--- src/rtl/rv32i_pkg.sv ---
// Shared rv32i pipeline definitions: register-file geometry, scoreboard
// defaults and the operand-forwarding select encodings used by EX.
package rv32i_pkg;

    localparam int REG_ADDR_W      = 5;
    localparam int NUM_REGS        = 32;
    localparam int MAX_PENDING_DEF = 4;
    localparam int PEND_CNT_W      = 4;

    // Operand-forwarding mux selects driven by the EX-stage hazard logic.
    typedef enum logic [1:0] {
        FWD_NONE = 2'b00,
        FWD_WB   = 2'b01,
        FWD_MEM  = 2'b10
    } fwd_sel_e;

endpackage

--- src/rtl/hazard_scoreboard.sv ---
// Producer-side hazard scoreboard for long-latency writers (loads, mul/div).
// A destination is marked busy when it issues from decode and released on
// writeback; decode/fetch stall on RAW/WAW hits against busy registers and
// when the outstanding-write budget is exhausted.
// Build option: define SB_WB_BYPASS_EN to let a same-cycle writeback release
// its dependents and free its slot in the cycle it arrives.
module hazard_scoreboard #(
    parameter int NUM_REGS    = rv32i_pkg::NUM_REGS,
    parameter int MAX_PENDING = rv32i_pkg::MAX_PENDING_DEF
) (
    input  logic                                clk,
    input  logic                                reset,
    input  logic [rv32i_pkg::REG_ADDR_W-1:0]    rs1D,
    input  logic [rv32i_pkg::REG_ADDR_W-1:0]    rs2D,
    input  logic                                useRs1D,
    input  logic                                useRs2D,
    input  logic [rv32i_pkg::REG_ADDR_W-1:0]    rdD,
    input  logic                                RegWriteD,
    input  logic                                issue_valid,
    output logic                                issue_ready,
    input  logic                                flushD,
    input  logic                                wb_valid,
    input  logic [rv32i_pkg::REG_ADDR_W-1:0]    wb_rd,
    output logic                                stallF,
    output logic                                stallD,
    output logic [NUM_REGS-1:0]                 busy_vec,
    output logic [rv32i_pkg::PEND_CNT_W-1:0]    pending_count,
    output logic                                sb_error
);
    import rv32i_pkg::*;

`ifdef SB_WB_BYPASS_EN
    localparam logic BYPASS = 1'b1;
`else
    localparam logic BYPASS = 1'b0;
`endif

    localparam logic [PEND_CNT_W-1:0] MAX_CNT = PEND_CNT_W'(MAX_PENDING);
    // x0 is hard-wired zero, so it can never be tracked as busy.
    localparam logic [NUM_REGS-1:0]   X0_MASK = {{(NUM_REGS-1){1'b1}}, 1'b0};

    logic [NUM_REGS-1:0]   busy_reg, busy_next;
    logic [PEND_CNT_W-1:0] count_reg, count_next;
    logic                  err_reg, err_next;

    logic [NUM_REGS-1:0]   rs1_oh, rs2_oh, rd_oh, wb_oh;
    logic [NUM_REGS-1:0]   wb_release, eff_busy;
    logic                  wb_hit, wb_stray, hazard, full, issue_fire, underflow;

    // One-hot decode of every register address compared against the busy vector.
    generate
        for (genvar gi = 0; gi < NUM_REGS; gi++) begin : g_decode
            assign rs1_oh[gi] = (rs1D  == REG_ADDR_W'(gi));
            assign rs2_oh[gi] = (rs2D  == REG_ADDR_W'(gi));
            assign rd_oh[gi]  = (rdD   == REG_ADDR_W'(gi));
            assign wb_oh[gi]  = (wb_rd == REG_ADDR_W'(gi));
        end
    endgenerate

    // A writeback only retires work if its register is actually busy; anything
    // else (except x0) means the pipeline and the scoreboard disagree.
    assign wb_hit     = wb_valid & |(wb_oh & busy_reg);
    assign wb_stray   = wb_valid & (wb_rd != '0) & ~wb_hit;

    assign wb_release = (BYPASS && wb_valid) ? wb_oh : '0;
    assign eff_busy   = busy_reg & ~wb_release & X0_MASK;

    assign hazard = (useRs1D   & |(rs1_oh & eff_busy))
                  | (useRs2D   & |(rs2_oh & eff_busy))
                  | (RegWriteD & |(rd_oh  & eff_busy));

    assign full = (count_reg == MAX_CNT) & ~(wb_hit & BYPASS);

    assign issue_ready = issue_valid & ~flushD & ~hazard & ~full;
    assign stallD      = ~flushD & (hazard | (issue_valid & full));
    assign stallF      = stallD;

    // Issues to x0 are accepted but never tracked.
    assign issue_fire  = issue_ready & (rdD != '0);

    // Next-state: clear on writeback, then set on issue so a same-register
    // issue/writeback pair leaves the bit set; count saturates at both ends.
    always_comb begin
        busy_next  = busy_reg;
        count_next = count_reg;
        underflow  = 1'b0;
        if (wb_hit) begin
            busy_next = busy_next & ~wb_oh;
        end
        if (issue_fire) begin
            busy_next = busy_next | rd_oh;
        end
        busy_next = busy_next & X0_MASK;
        case ({issue_fire, wb_hit})
            2'b10: begin
                if (count_reg != MAX_CNT) begin
                    count_next = count_reg + 1'b1;
                end
            end
            2'b01: begin
                if (count_reg == '0) begin
                    underflow = 1'b1;
                end else begin
                    count_next = count_reg - 1'b1;
                end
            end
            default: count_next = count_reg;
        endcase
        err_next = err_reg | wb_stray | underflow;
    end

    // State registers; reset drops all tracking and clears the sticky error.
    always_ff @(posedge clk) begin
        if (reset) begin
            busy_reg  <= '0;
            count_reg <= '0;
            err_reg   <= 1'b0;
        end else begin
            busy_reg  <= busy_next;
            count_reg <= count_next;
            err_reg   <= err_next;
        end
    end

    assign busy_vec      = busy_reg;
    assign pending_count = count_reg;
    assign sb_error      = err_reg;

endmodule

--- config.mk ---
export PLATFORM = sky130hd
export DESIGN_NAME = hazard_scoreboard
export DESIGN_NICKNAME = d
export VERILOG_FILES = /design/src/rtl/rv32i_pkg.sv /design/src/rtl/hazard_scoreboard.sv
export SDC_FILE = /design/constraint.sdc
export NUM_CORES = 1
export LEC_CHECK = 0
export BUFFER_PORTS_ARGS = -buffer_cell sky130_fd_sc_hd__buf_4
export CAP_MARGIN = 30
export CELL_PAD_IN_SITES_DETAIL_PLACEMENT = 1
export CELL_PAD_IN_SITES_GLOBAL_PLACEMENT = 1
export CORE_UTILIZATION = 40
export DETAILED_ROUTE_END_ITERATION = 12
export PLACE_DENSITY = 0.76
export SYNTH_ARGS = -nofsm -noshare
export SYNTH_HDL_FRONTEND = slang
export SYNTH_SLANG_ARGS = --single-unit
--- constraint.sdc ---
create_clock -name clk -period 4.2 [get_ports clk]
set_input_delay 0.21 -clock clk [delete_from_list [all_inputs] [get_ports clk]]
set_output_delay 0.21 -clock clk [all_outputs]
set_load 0.05 [all_outputs]
==> impl_metrics.env, run 1 <==
export IMPL_viasPerCell=6.904
export IMPL_fin_util=0.4832
export IMPL_drv_slew=0
export IMPL_drv_cap=0
export IMPL_synth_edf_count=0
export IMPL_drtIter0Drc=305
export IMPL_grt_usage=0.3214
export IMPL_wl_met1_mm=6.026
export IMPL_clockBufferDepth=2
export IMPL_hp_class="in -> reg"
export IMPL_cts_htree_levels=2
export IMPL_dp_hpwl_mm=10.16
export IMPL_worstSetupStartpointType="flop"
export IMPL_initial_core_util=0.4168
export IMPL_clk_pin_slew_worst_paths_ns=0.09
export IMPL_ys_seq_area_frac=0.2094
export IMPL_synth_fp_nets=480
export IMPL_rsz0062_at_grt="no"
export IMPL_min_period_over_period=0.8551
export IMPL_nets=511
export IMPL_fmax_ghz=0.2784
export IMPL_run_status="complete, no violations"
export IMPL_wl_met3_mm=1.283
export IMPL_ys_flop_type="dfxtp_1"
export IMPL_grt_max_degree=34
export IMPL_synthesis_area_sq_um=3442
export IMPL_dr_pass1_iters=5
export IMPL_grt_pass1_wl_mm=21.64
export IMPL_finalHoldViolCount=0
export IMPL_grt_pass1_vias=3702
export IMPL_synth_compound_area_share=0.3039
export IMPL_cts_root_buf="clkbuf_8"
export IMPL_die_h_um=94.77
export IMPL_post_cts_setup_buffers=0
export IMPL_antenna_cells=0
export IMPL_ys_seq_elements=36
export IMPL_tritoncts="done"
export IMPL_synth_cells=447
export IMPL_drc=0
export IMPL_synth_cell_types=74
export IMPL_mostFrequentLayoutCells="buf_4 (71), dfxtp_1 (36), nand3_1 (33)"
export IMPL_wl_mm=14.30
export IMPL_cp_data_arrival_time_ns=3.78
export IMPL_crit_family="compound AO/OA/AOI/OAI gates"
export IMPL_seqPwrFrac=0.396
export IMPL_p_int_uw=596.2
export IMPL_rrSetupSlack_ns=0.61
export IMPL_dr_wl_met2_mm=6.456
export IMPL_fin_crit_ns=3.591
export IMPL_setup_slack_ns=0.6085
export IMPL_yosys_area_share_xor_xnor=0.01018
export IMPL_pwr_share_comb=0.261
export IMPL_hold_start="reset"
export IMPL_synth_avg_cell_area_sq_um=7.700
export IMPL_cts_resized=0
export IMPL_synth_top_family_by_area="compound AO/OA/AOI/OAI gates"
export IMPL_place_inst=576
export IMPL_pre_cts_ws_ns=0.6587
export IMPL_mostFrequentLayoutCell="buf_4"
export IMPL_die_x_um=94.77
export IMPL_worst_pin_slew_ns=0.8448
export IMPL_hold_path_end="sb_error$_SDFF_PP0_"
export IMPL_reg2reg_from="busy_vec[21]$_SDFF_PP0_"
export IMPL_p_sw_uw=310.1
export IMPL_cts_sinks=36
export IMPL_worstPathRequired_ns=4.39
export IMPL_worstPathMaxFanout=6
export IMPL_wl_per_cell_um=24.48
export IMPL_grt_overflow=0
export IMPL_portBuffers=66
export IMPL_vias=4032
export IMPL_timing_hold_ws_ns=0.1914
export IMPL_clkLatencyLatePin_ns=0.30
export IMPL_cts_buffers=5
export IMPL_holdPathStages=2
export IMPL_crit_chain="mux2_1 -> a22oi_1 -> a21oi_1 -> or4_1 -> a32oi_2 -> nand2_2 -> a211o_1 -> ha_1 -> ha_1 -> a21o_1 -> a21oi_1 -> xnor2_1 -> nand2_1 -> xor2_1 -> nor2_1"
export IMPL_setup_viol_count_final=0
export IMPL_stdcell_count=584
export IMPL_leakagePower_uw=0.001418
export IMPL_ir_drop_v=0.0001524
export IMPL_crit_slowest_cell="or4_1"
export IMPL_drive_gt1_frac=0.2025
export IMPL_clkPwrFrac=0.343
export IMPL_r2r_cells=15
export IMPL_coreArea_sq_um=8258
export IMPL_r2r_end="pending_count[3]$_SDFFE_PP0P_"
export IMPL_swShare=0.3422
export IMPL_postRouteAntennaNets=0
export IMPL_power_density_nw_per_um2=227.2
export IMPL_finClkSkew_ns=0.01343
export IMPL_top_layer="met4"
export IMPL_fp_dieArea_sq_um=8980
export IMPL_gp_congestion=0.9121
export IMPL_crit_type="reg -> reg"
export IMPL_cpPeakStageDelay_ns=0.43
export IMPL_finalSetupTns_ns=0
export IMPL_async_reset_ff_frac=0
export IMPL_area_growth_pct=15.92
export IMPL_row_count=33
export IMPL_max_slew_margin_rel=0.4362
export IMPL_synthMuxAreaShare=0.09306
export IMPL_synth_adder_area_share=0.02036
export IMPL_cts_hold_buf=0
export IMPL_synth_simple_area_share=0.2839
export IMPL_crit_buf_inv=0
export IMPL_antenna_found_initial=0
export IMPL_io_pins=68
export IMPL_ys_warnings_count=0
export IMPL_worstSetupEndpointType="flop"
-- stage by stage --
stage               area [sq um]  power, uW
global route                3990      939.2
finish                      3990      906.4
global placement            3879      594.3
detailed placement          3879      599.1
floorplan                   3442      530.4
CTS                         3990      904.8
-- worst register-to-register path: stages (launching register included) --
cell     delay (ns)
dfxtp_1        0.42
mux2_1         0.34
a22oi_1        0.14
a21oi_1        0.08
or4_1          0.43
a32oi_2        0.31
nand2_2        0.10
a211o_1        0.28
ha_1           0.26
ha_1           0.30
a21o_1         0.19
a21oi_1        0.18
xnor2_1        0.14
nand2_1        0.09
xor2_1         0.16
nor2_1         0.05
-- Yosys cell counts, types with 7 or more instances --
master / n / area (sq um)
dfxtp_1: 36 / 720.7
nand3_1: 33 / 165.2
nand2_1: 32 / 120.1
o311ai_0: 28 / 245.2
o21ai_0: 27 / 135.1
clkbuf_1: 26 / 97.59
nor2_1: 22 / 82.58
mux2i_1: 20 / 200.2
nor2b_1: 18 / 112.6
buf_2: 14 / 70.07
nand3b_1: 14 / 105.1
o41ai_1: 12 / 105.1
inv_1: 11 / 41.29
a21oi_1: 9 / 45.04
nand2b_1: 9 / 56.30
nor3_1: 9 / 45.04
mux2_2: 7 / 78.83
-- per-layer routing --
layer / global-route usage / vias to the layer above
li1: - / 1801
met1: 0.4469 / 1976
met2: 0.5042 / 215
met3: 0.03543 / 40
met4: 0.1263 / 0
met5: 0 / -
-- kinds of logic after synthesis --
group / after synthesis
flops: 36
other cells: 1
buf+inv: 58
fa+ha+maj: 5
xor+xnor: 4
compound gates: 137
mux: 30
simple gates: 176
-- worst max-delay path by stage --
stage                                  from                            end  depth (start not counted)  slack [ns]
floorplan           busy_vec[26]$_SDFF_PP0_  pending_count[3]$_SDFFE_PP0P_                         16        0.60
global placement                    rs2D[0]  pending_count[3]$_SDFFE_PP0P_                         16        0.76
detailed placement                  rs2D[0]  pending_count[3]$_SDFFE_PP0P_                         16        0.66
CTS                 busy_vec[21]$_SDFF_PP0_  pending_count[3]$_SDFFE_PP0P_                         15        0.65
global route        busy_vec[21]$_SDFF_PP0_  pending_count[3]$_SDFFE_PP0P_                         15        0.51
finish              busy_vec[21]$_SDFF_PP0_  pending_count[3]$_SDFFE_PP0P_                         15        0.61
-- area by class of cell --
class / count / area, sq um
timing repair buffer: 71 / 533.0
clock buffer: 5 / 68.82
inverter: 11 / 41.29
multi-input combinational: 353 / 2452
tap: 105 / 131.4
fill: 1036 / 4268
sequential: 36 / 720.7
clock inverter: 3 / 42.54
-- flip-flops by register name, indices dropped and copies added, names as in the netlist --
register and flops:
busy_vec 31, pending_count 4, sb_error 1
-- power by group through the flow --
stage / Combinational, uW / Sequential (uW) / Clock [uW]
CTS: 233 / 359 / 313
finish: 237 / 359 / 311
global route: 252 / 360 / 327
detailed placement: 233 / 366 / 0
global placement: 228 / 366 / 0
floorplan: 146 / 384 / 0
Note: power is estimated with default switching activity, not from simulation.
==> run 2: changes to the inputs <==
--- a/config.mk
+++ b/config.mk
@@ -7,11 +7,9 @@
 export LEC_CHECK = 0
 export BUFFER_PORTS_ARGS = -buffer_cell sky130_fd_sc_hd__buf_4
 export CAP_MARGIN = 30
-export CELL_PAD_IN_SITES_DETAIL_PLACEMENT = 1
-export CELL_PAD_IN_SITES_GLOBAL_PLACEMENT = 1
 export CORE_UTILIZATION = 40
 export DETAILED_ROUTE_END_ITERATION = 12
-export PLACE_DENSITY = 0.76
+export PLACE_DENSITY = 0.57
 export SYNTH_ARGS = -nofsm -noshare
 export SYNTH_HDL_FRONTEND = slang
 export SYNTH_SLANG_ARGS = --single-unit
==> run 2 against run 1 <==
Clock power about the same. Clock skew shrank 0.0047 ns. Combinational power is essentially flat. Sequential share of layout area hardly changed. Register-to-register slack gained 0.08 ns. Final cell count is the same. Fmax increased by 2.3%. Power fell by 0.70%. Largest cell class unchanged. Die area unchanged.
==> impl_metrics.env, run 2 (synthesized netlist as in run 1, its figures left out) <==
export IMPL_run_status="complete, no violations"
export IMPL_row_count=33
export IMPL_drv_slew=0
export IMPL_post_cts_setup_buffers=0
export IMPL_clkLatencyLatePin_ns=0.30
export IMPL_mostFrequentLayoutCells="buf_4 (71), dfxtp_1 (36), nand3_1 (33)"
export IMPL_fin_crit_ns=3.510
export IMPL_crit_chain="or3b_2 -> a21boi_0 -> o21ai_0 -> a21oi_1 -> a211oi_2 -> nor2b_1 -> ha_1 -> ha_1 -> a21o_1 -> a21oi_1 -> xnor2_1 -> nand2_1 -> xor2_1 -> nor2_1"
export IMPL_reg2reg_from="busy_vec[6]$_SDFF_PP0_"
export IMPL_clockBufferDepth=2
export IMPL_pre_cts_ws_ns=0.7117
export IMPL_finalHoldViolCount=0
export IMPL_worstSetupStartpointType="flop"
export IMPL_grt_overflow=0
export IMPL_ir_drop_v=0.0001913
export IMPL_die_x_um=94.77
export IMPL_leakagePower_uw=0.001419
export IMPL_grt_pass1_wl_mm=19.78
export IMPL_drc=0
export IMPL_clk_pin_slew_worst_paths_ns=0.07
export IMPL_crit_type="reg -> reg"
export IMPL_viasPerCell=6.709
export IMPL_power_total_uw=900.0
export IMPL_crit_family="compound AO/OA/AOI/OAI gates"
export IMPL_cts_hold_buf=0
export IMPL_worstPathMaxFanout=6
export IMPL_r2r_cells=14
export IMPL_holdPathStages=2
export IMPL_mostFrequentLayoutCell="buf_4"
export IMPL_worstSetupEndpointType="flop"
export IMPL_dr_pass1_iters=5
export IMPL_grt_pass1_vias=3527
export IMPL_initial_core_util=0.4168
export IMPL_crit_buf_inv=0
export IMPL_cp_data_arrival_time_ns=3.70
export IMPL_area_growth_pct=15.81
export IMPL_final_cell_area_sq_um=3986
export IMPL_worstPathRequired_ns=4.39
export IMPL_finClkSkew_ns=0.008771
export IMPL_cpPeakStageDelay_ns=0.67
export IMPL_tritoncts="done"
export IMPL_finalSetupTns_ns=0
export IMPL_antenna_found_initial=0
export IMPL_rsz0062_at_grt="no"
export IMPL_wl_mm=13.49
export IMPL_wl_per_cell_um=23.10
export IMPL_hp_class="in -> reg"
export IMPL_antenna_cells=0
export IMPL_drive_gt1_frac=0.2004
export IMPL_largest_reg_flops=31
export IMPL_io_pins=68
export IMPL_crit_slowest_cell="dfxtp_1"
export IMPL_gp_congestion=0.9057
export IMPL_cts_sinks=36
export IMPL_vias=3918
export IMPL_max_slew_margin_rel=0.4374
export IMPL_dp_hpwl_mm=9.377
export IMPL_cts_htree_levels=2
export IMPL_cts_root_buf="clkbuf_8"
export IMPL_min_period_over_period=0.8356
export IMPL_coreArea_sq_um=8258
export IMPL_cts_buffers=5
export IMPL_power_density_nw_per_um2=225.8
export IMPL_postRouteAntennaNets=0
export IMPL_hold_start="reset"
export IMPL_drv_cap=0
export IMPL_cts_resized=0
export IMPL_fmax_ghz=0.2849
export IMPL_portBuffers=66
export IMPL_worst_pin_slew_ns=0.8429
export IMPL_grt_usage=0.2979
export IMPL_drtIter0Drc=340
export IMPL_placed_cell_area_sq_um=3879
export IMPL_setup_slack_ns=0.6904
export IMPL_fp_dieArea_sq_um=8980
export IMPL_setup_viol_count_final=0
export IMPL_startpoint="busy_vec[6]$_SDFF_PP0_"
export IMPL_nets=511
export IMPL_die_h_um=94.77
export IMPL_grt_max_degree=34
export IMPL_cp_depth=14
-- run 2: report_power, final --
group | leakage (uW) | internal, uW | switching, uW
Clock | 0.0000552 | 176 | 132
Combinational | 0.00107 | 73.1 | 160
Sequential | 0.000291 | 347 | 11.1
Total | 0.00142 | 597 | 303
-- run 2: final cells by class --
| type | count | area [sq um] |
|---|---|---|
| clock buffers | 6 | 72.57 |
| clock inverters | 2 | 35.03 |
| inverters | 11 | 41.29 |
| repair buffers | 71 | 533.0 |
| multi-input cells | 353 | 2452 |
| well taps | 105 | 131.4 |
| flip-flops and latches | 36 | 720.7 |
| fillers | 856 | 4272 |
-- run 2: worst paths after layout --
| check | endpoint | slack (ns) |
|---|---|---|
| setup / recovery | pending_count[3]$_SDFFE_PP0P_ | 0.69 |
| hold / removal | sb_error$_SDFF_PP0_ | 0.19 |
| setup reg to reg | pending_count[3]$_SDFFE_PP0P_ | 0.69 |
| hold reg to reg | sb_error$_SDFF_PP0_ | 0.55 |
-- run 2: metal layers --
metal / global-route usage / share of wire / routed length [um]
met1: 0.4166 / 0.43 / 5856
met2: 0.4424 / 0.42 / 5694
met3: 0.04348 / 0.091 / 1232
met4: 0.1465 / 0.052 / 707
met5: 0 / 0 / 0
-- run 2: worst register-to-register path, cell delays in order (launching register included) --
cell	delay, ns
dfxtp_1	0.67
or3b_2	0.50
a21boi_0	0.22
o21ai_0	0.12
a21oi_1	0.17
a211oi_2	0.07
nor2b_1	0.30
ha_1	0.33
ha_1	0.27
a21o_1	0.18
a21oi_1	0.18
xnor2_1	0.14
nand2_1	0.08
xor2_1	0.15
nor2_1	0.05
-- run 2: through the flow --
step                utilization  std cells  hold slack (ns)
floorplan                     -        447           0.3799
detailed placement       0.4697        576           0.4937
global route             0.4827        584           0.1971
CTS                      0.4827        584           0.1845
finish                   0.4827        584           0.1935
global placement         0.4697        576           0.4965
==> run 3: changes to the inputs <==
--- a/config.mk
+++ b/config.mk
@@ -5,11 +5,12 @@
 export SDC_FILE = /design/constraint.sdc
 export NUM_CORES = 1
 export LEC_CHECK = 0
+export ABC_AREA = 1
 export BUFFER_PORTS_ARGS = -buffer_cell sky130_fd_sc_hd__buf_4
 export CAP_MARGIN = 30
 export CORE_UTILIZATION = 40
 export DETAILED_ROUTE_END_ITERATION = 12
-export PLACE_DENSITY = 0.57
+export PLACE_DENSITY = 0.59
 export SYNTH_ARGS = -nofsm -noshare
 export SYNTH_HDL_FRONTEND = slang
 export SYNTH_SLANG_ARGS = --single-unit
==> constraint.sdc (replaced) <==
create_clock -name clk -period 3 [get_ports clk]
set_input_delay 0.15 -clock clk [delete_from_list [all_inputs] [get_ports clk]]
set_output_delay 0.15 -clock clk [all_outputs]
set_load 0.05 [all_outputs]
==> run 3 against run 2 <==
Global-route usage grew 4.8 points. Power grew 41%. Register-to-register slack lost 0.43 ns. Final area grew 9.4%. Critical endpoint unchanged.
==> impl_metrics.env, run 3 <==
export IMPL_cp_data_arrival_time_ns=2.98
export IMPL_die_h_um=95.94
export IMPL_clk_pin_slew_worst_paths_ns=0.08
export IMPL_final_cell_area_sq_um=4363
export IMPL_ir_drop_v=0.0002792
export IMPL_synthTopCellsByArea="nand2_1 (21%), dfxtp_1 (20%), nor2_1 (13%)"
export IMPL_drv_slew=0
export IMPL_worstSetupEndpointType="flop"
export IMPL_worstSetupStartpointType="flop"
export IMPL_initial_core_util=0.4211
export IMPL_setup_slack_ns=0.2583
export IMPL_ys_warnings_count=0
export IMPL_run_status="complete, no violations"
export IMPL_area_growth_pct=23.61
export IMPL_fin_util=0.5205
export IMPL_finalHoldViolCount=0
export IMPL_clkLatencyLatePin_ns=0.30
export IMPL_gp_congestion=1.017
export IMPL_worstPathRequired_ns=3.24
export IMPL_viasPerCell=5.807
export IMPL_synth_fp_nets=698
export IMPL_nets=763
export IMPL_mostFrequentLayoutCell="nand2_1"
export IMPL_drive_gt1_frac=0.1874
export IMPL_postRouteAntennaNets=0
export IMPL_place_inst=828
export IMPL_io_pins=68
export IMPL_die_x_um=95.94
export IMPL_grt_util_met2=0.5631
export IMPL_grt_usage=0.3458
export IMPL_antenna_found_initial=0
export IMPL_crit_type="reg -> reg"
export IMPL_clockBufferDepth=2
export IMPL_p_int_uw=859.1
export IMPL_grt_pass1_vias=4389
export IMPL_portBuffers=66
export IMPL_leakagePower_uw=0.002090
export IMPL_dr_pass1_iters=7
export IMPL_yosysTopAreaCellShare=0.2052
export IMPL_fp_dieArea_sq_um=9204
export IMPL_wl_per_cell_um=18.42
export IMPL_drv_cap=0
export IMPL_seqPwrFrac=0.390
export IMPL_fmax_ghz=0.3647
export IMPL_cts_root_buf="clkbuf_8"
export IMPL_finClkSkew_ns=0.005387
export IMPL_cts_sinks=36
export IMPL_drc=0
export IMPL_tritoncts="done"
export IMPL_grt_overflow=0
export IMPL_placed_cell_area_sq_um=4192
export IMPL_antenna_cells=0
export IMPL_ys_flop_type="dfxtp_1"
export IMPL_pwr_share_comb=0.226
export IMPL_wl_mm=15.40
export IMPL_p_sw_uw=412.3
export IMPL_row_count=33
export IMPL_post_cts_setup_buffers=0
export IMPL_vias=4855
export IMPL_synth_cell_types=30
export IMPL_synth_most_common_cell="nand2_1"
export IMPL_busiest_layer="met2"
export IMPL_swShare=0.3243
export IMPL_async_reset_ff_frac=0
export IMPL_met1_usage=0.4513
export IMPL_stdcell_count=836
export IMPL_coreArea_sq_um=8382
export IMPL_synth_edf_count=0
export IMPL_largest_reg_flops=31
export IMPL_synthesis_area_sq_um=3530
export IMPL_setup_viol_count_final=0
export IMPL_clkPwrFrac=0.384
export IMPL_ys_top_cells_by_count="nand2_1 (193), nor2_1 (122), nand3_1 (91)"
export IMPL_synth_avg_cell_area_sq_um=5.308
export IMPL_grt_pass1_wl_mm=23.69
export IMPL_cts_htree_levels=2
export IMPL_yosysTopAreaCell="nand2_1"
export IMPL_synth_cells=665
export IMPL_hp_class="in -> reg"
export IMPL_grt_max_degree=33
export IMPL_pre_cts_ws_ns=0.1003
export IMPL_min_period_over_period=0.9139
export IMPL_fin_crit_ns=2.742
export IMPL_dp_hpwl_mm=11.71
export IMPL_cts_buffers=5
export IMPL_ys_seq_elements=36
export IMPL_drtIter0Drc=435
export IMPL_worstPathMaxFanout=4
export IMPL_power_density_nw_per_um2=291.4
export IMPL_mostFrequentLayoutCells="nand2_1 (193), nor2_1 (122), nand3_1 (91)"
export IMPL_ys_seq_area_frac=0.2042
export IMPL_use_met3=0.04818
==> run 3: changes by cell type after synthesis, sizes merged, moves of 10 or more <==
cell    change
nand3      +57
nand2     +162
a21oi      +29
nand4      +43
inv        +46
nor2      +102
o41ai      -13
nor2b      -18
mux2i      -20
o21ai      -16
o311ai     -29
mux2       -10
nand3b     -12
==> run 3: cells by family (layout without fill, tap and decap cells) <==
family          count (synthesis)  after routing  share of synthesized area
fa+ha+maj                       5              5                    0.01985
flops                          36             36                     0.2042
simple gates                  478            478                     0.5877
other cells                     1              1                   0.001062
compound gates                 55             55                    0.08118
xor+xnor                        2              2                   0.004964
buf+inv                        88            154                     0.1010
==> run 3: layout make-up <==
type | count | area (sq um)
inverter | 57 | 214.0
multi-input combinational | 541 | 2470
clock buffer | 7 | 96.34
tap | 105 | 131.4
fill | 931 | 4019
sequential | 36 | 753.2
timing repair buffer | 89 | 668.1
clock inverter | 1 | 30.03
==> run 3: worst paths after layout <==
| check | start | to | slack (ns) | depth (start not counted) |
|---|---|---|---|---|
| max | busy_vec[6]$_SDFF_PP0_ | pending_count[3]$_SDFFE_PP0P_ | 0.26 | 20 |
| min | reset | busy_vec[5]$_SDFF_PP0_ | 0.24 | 2 |
| max reg2reg | busy_vec[6]$_SDFF_PP0_ | pending_count[3]$_SDFFE_PP0P_ | 0.26 | 20 |
| min reg2reg | pending_count[3]$_SDFFE_PP0P_ | pending_count[3]$_SDFFE_PP0P_ | 0.54 | 1 |
==> run 3: power groups by stage <==
stage / combinational (uW) / sequential (uW) / clock (uW)
CTS: 282 / 496 / 486
detailed placement: 281 / 508 / 0
floorplan: 156 / 528 / 0
global route: 312 / 496 / 506
finish: 288 / 496 / 488
global placement: 281 / 508 / 0
==> run 3: per-layer routing <==
| metal | vias to the layer above | part of all wire |
|---|---|---|
| li1 | 2317 | - |
| met1 | 2199 | 0.41 |
| met2 | 290 | 0.45 |
| met3 | 49 | 0.093 |
| met4 | 0 | 0.046 |
| met5 | - | 0 |
==> run 3: worst max-delay path, cell delays in order (launching register included) <==
cell	delay, ns
dfxtp_1	0.42
nand3_1	0.13
nand2_1	0.05
nor2_1	0.10
nand2_1	0.08
nor2_1	0.10
nand2_1	0.07
nand2_1	0.10
nand2_1	0.10
nor2_4	0.10
nand2_1	0.06
inv_2	0.06
nand2_1	0.08
ha_2	0.22
ha_1	0.33
a21oi_2	0.15
nand2_1	0.07
xor2_1	0.14
nor2_1	0.13
o21ai_0	0.09
a21oi_1	0.11
==> run 3: timing repair <==
item,in CTS,in global routing
gates resized for setup,0,27
hold buffers,0,0
endpoints found under the setup margin,0,4
==> run 3: metrics by stage <==
| step | power (uW) | setup TNS, ns | hold WS [ns] |
|---|---|---|---|
| after floorplan | 683.9 | 0 | 0.2191 |
| after global placement | 788.8 | 0 | 0.4906 |
| after detailed placement | 788.2 | 0 | 0.4897 |
| after CTS | 1264 | 0 | 0.2492 |
| after global routing | 1314 | -0.01167 | 0.2680 |
| final | 1271 | 0 | 0.2433 |
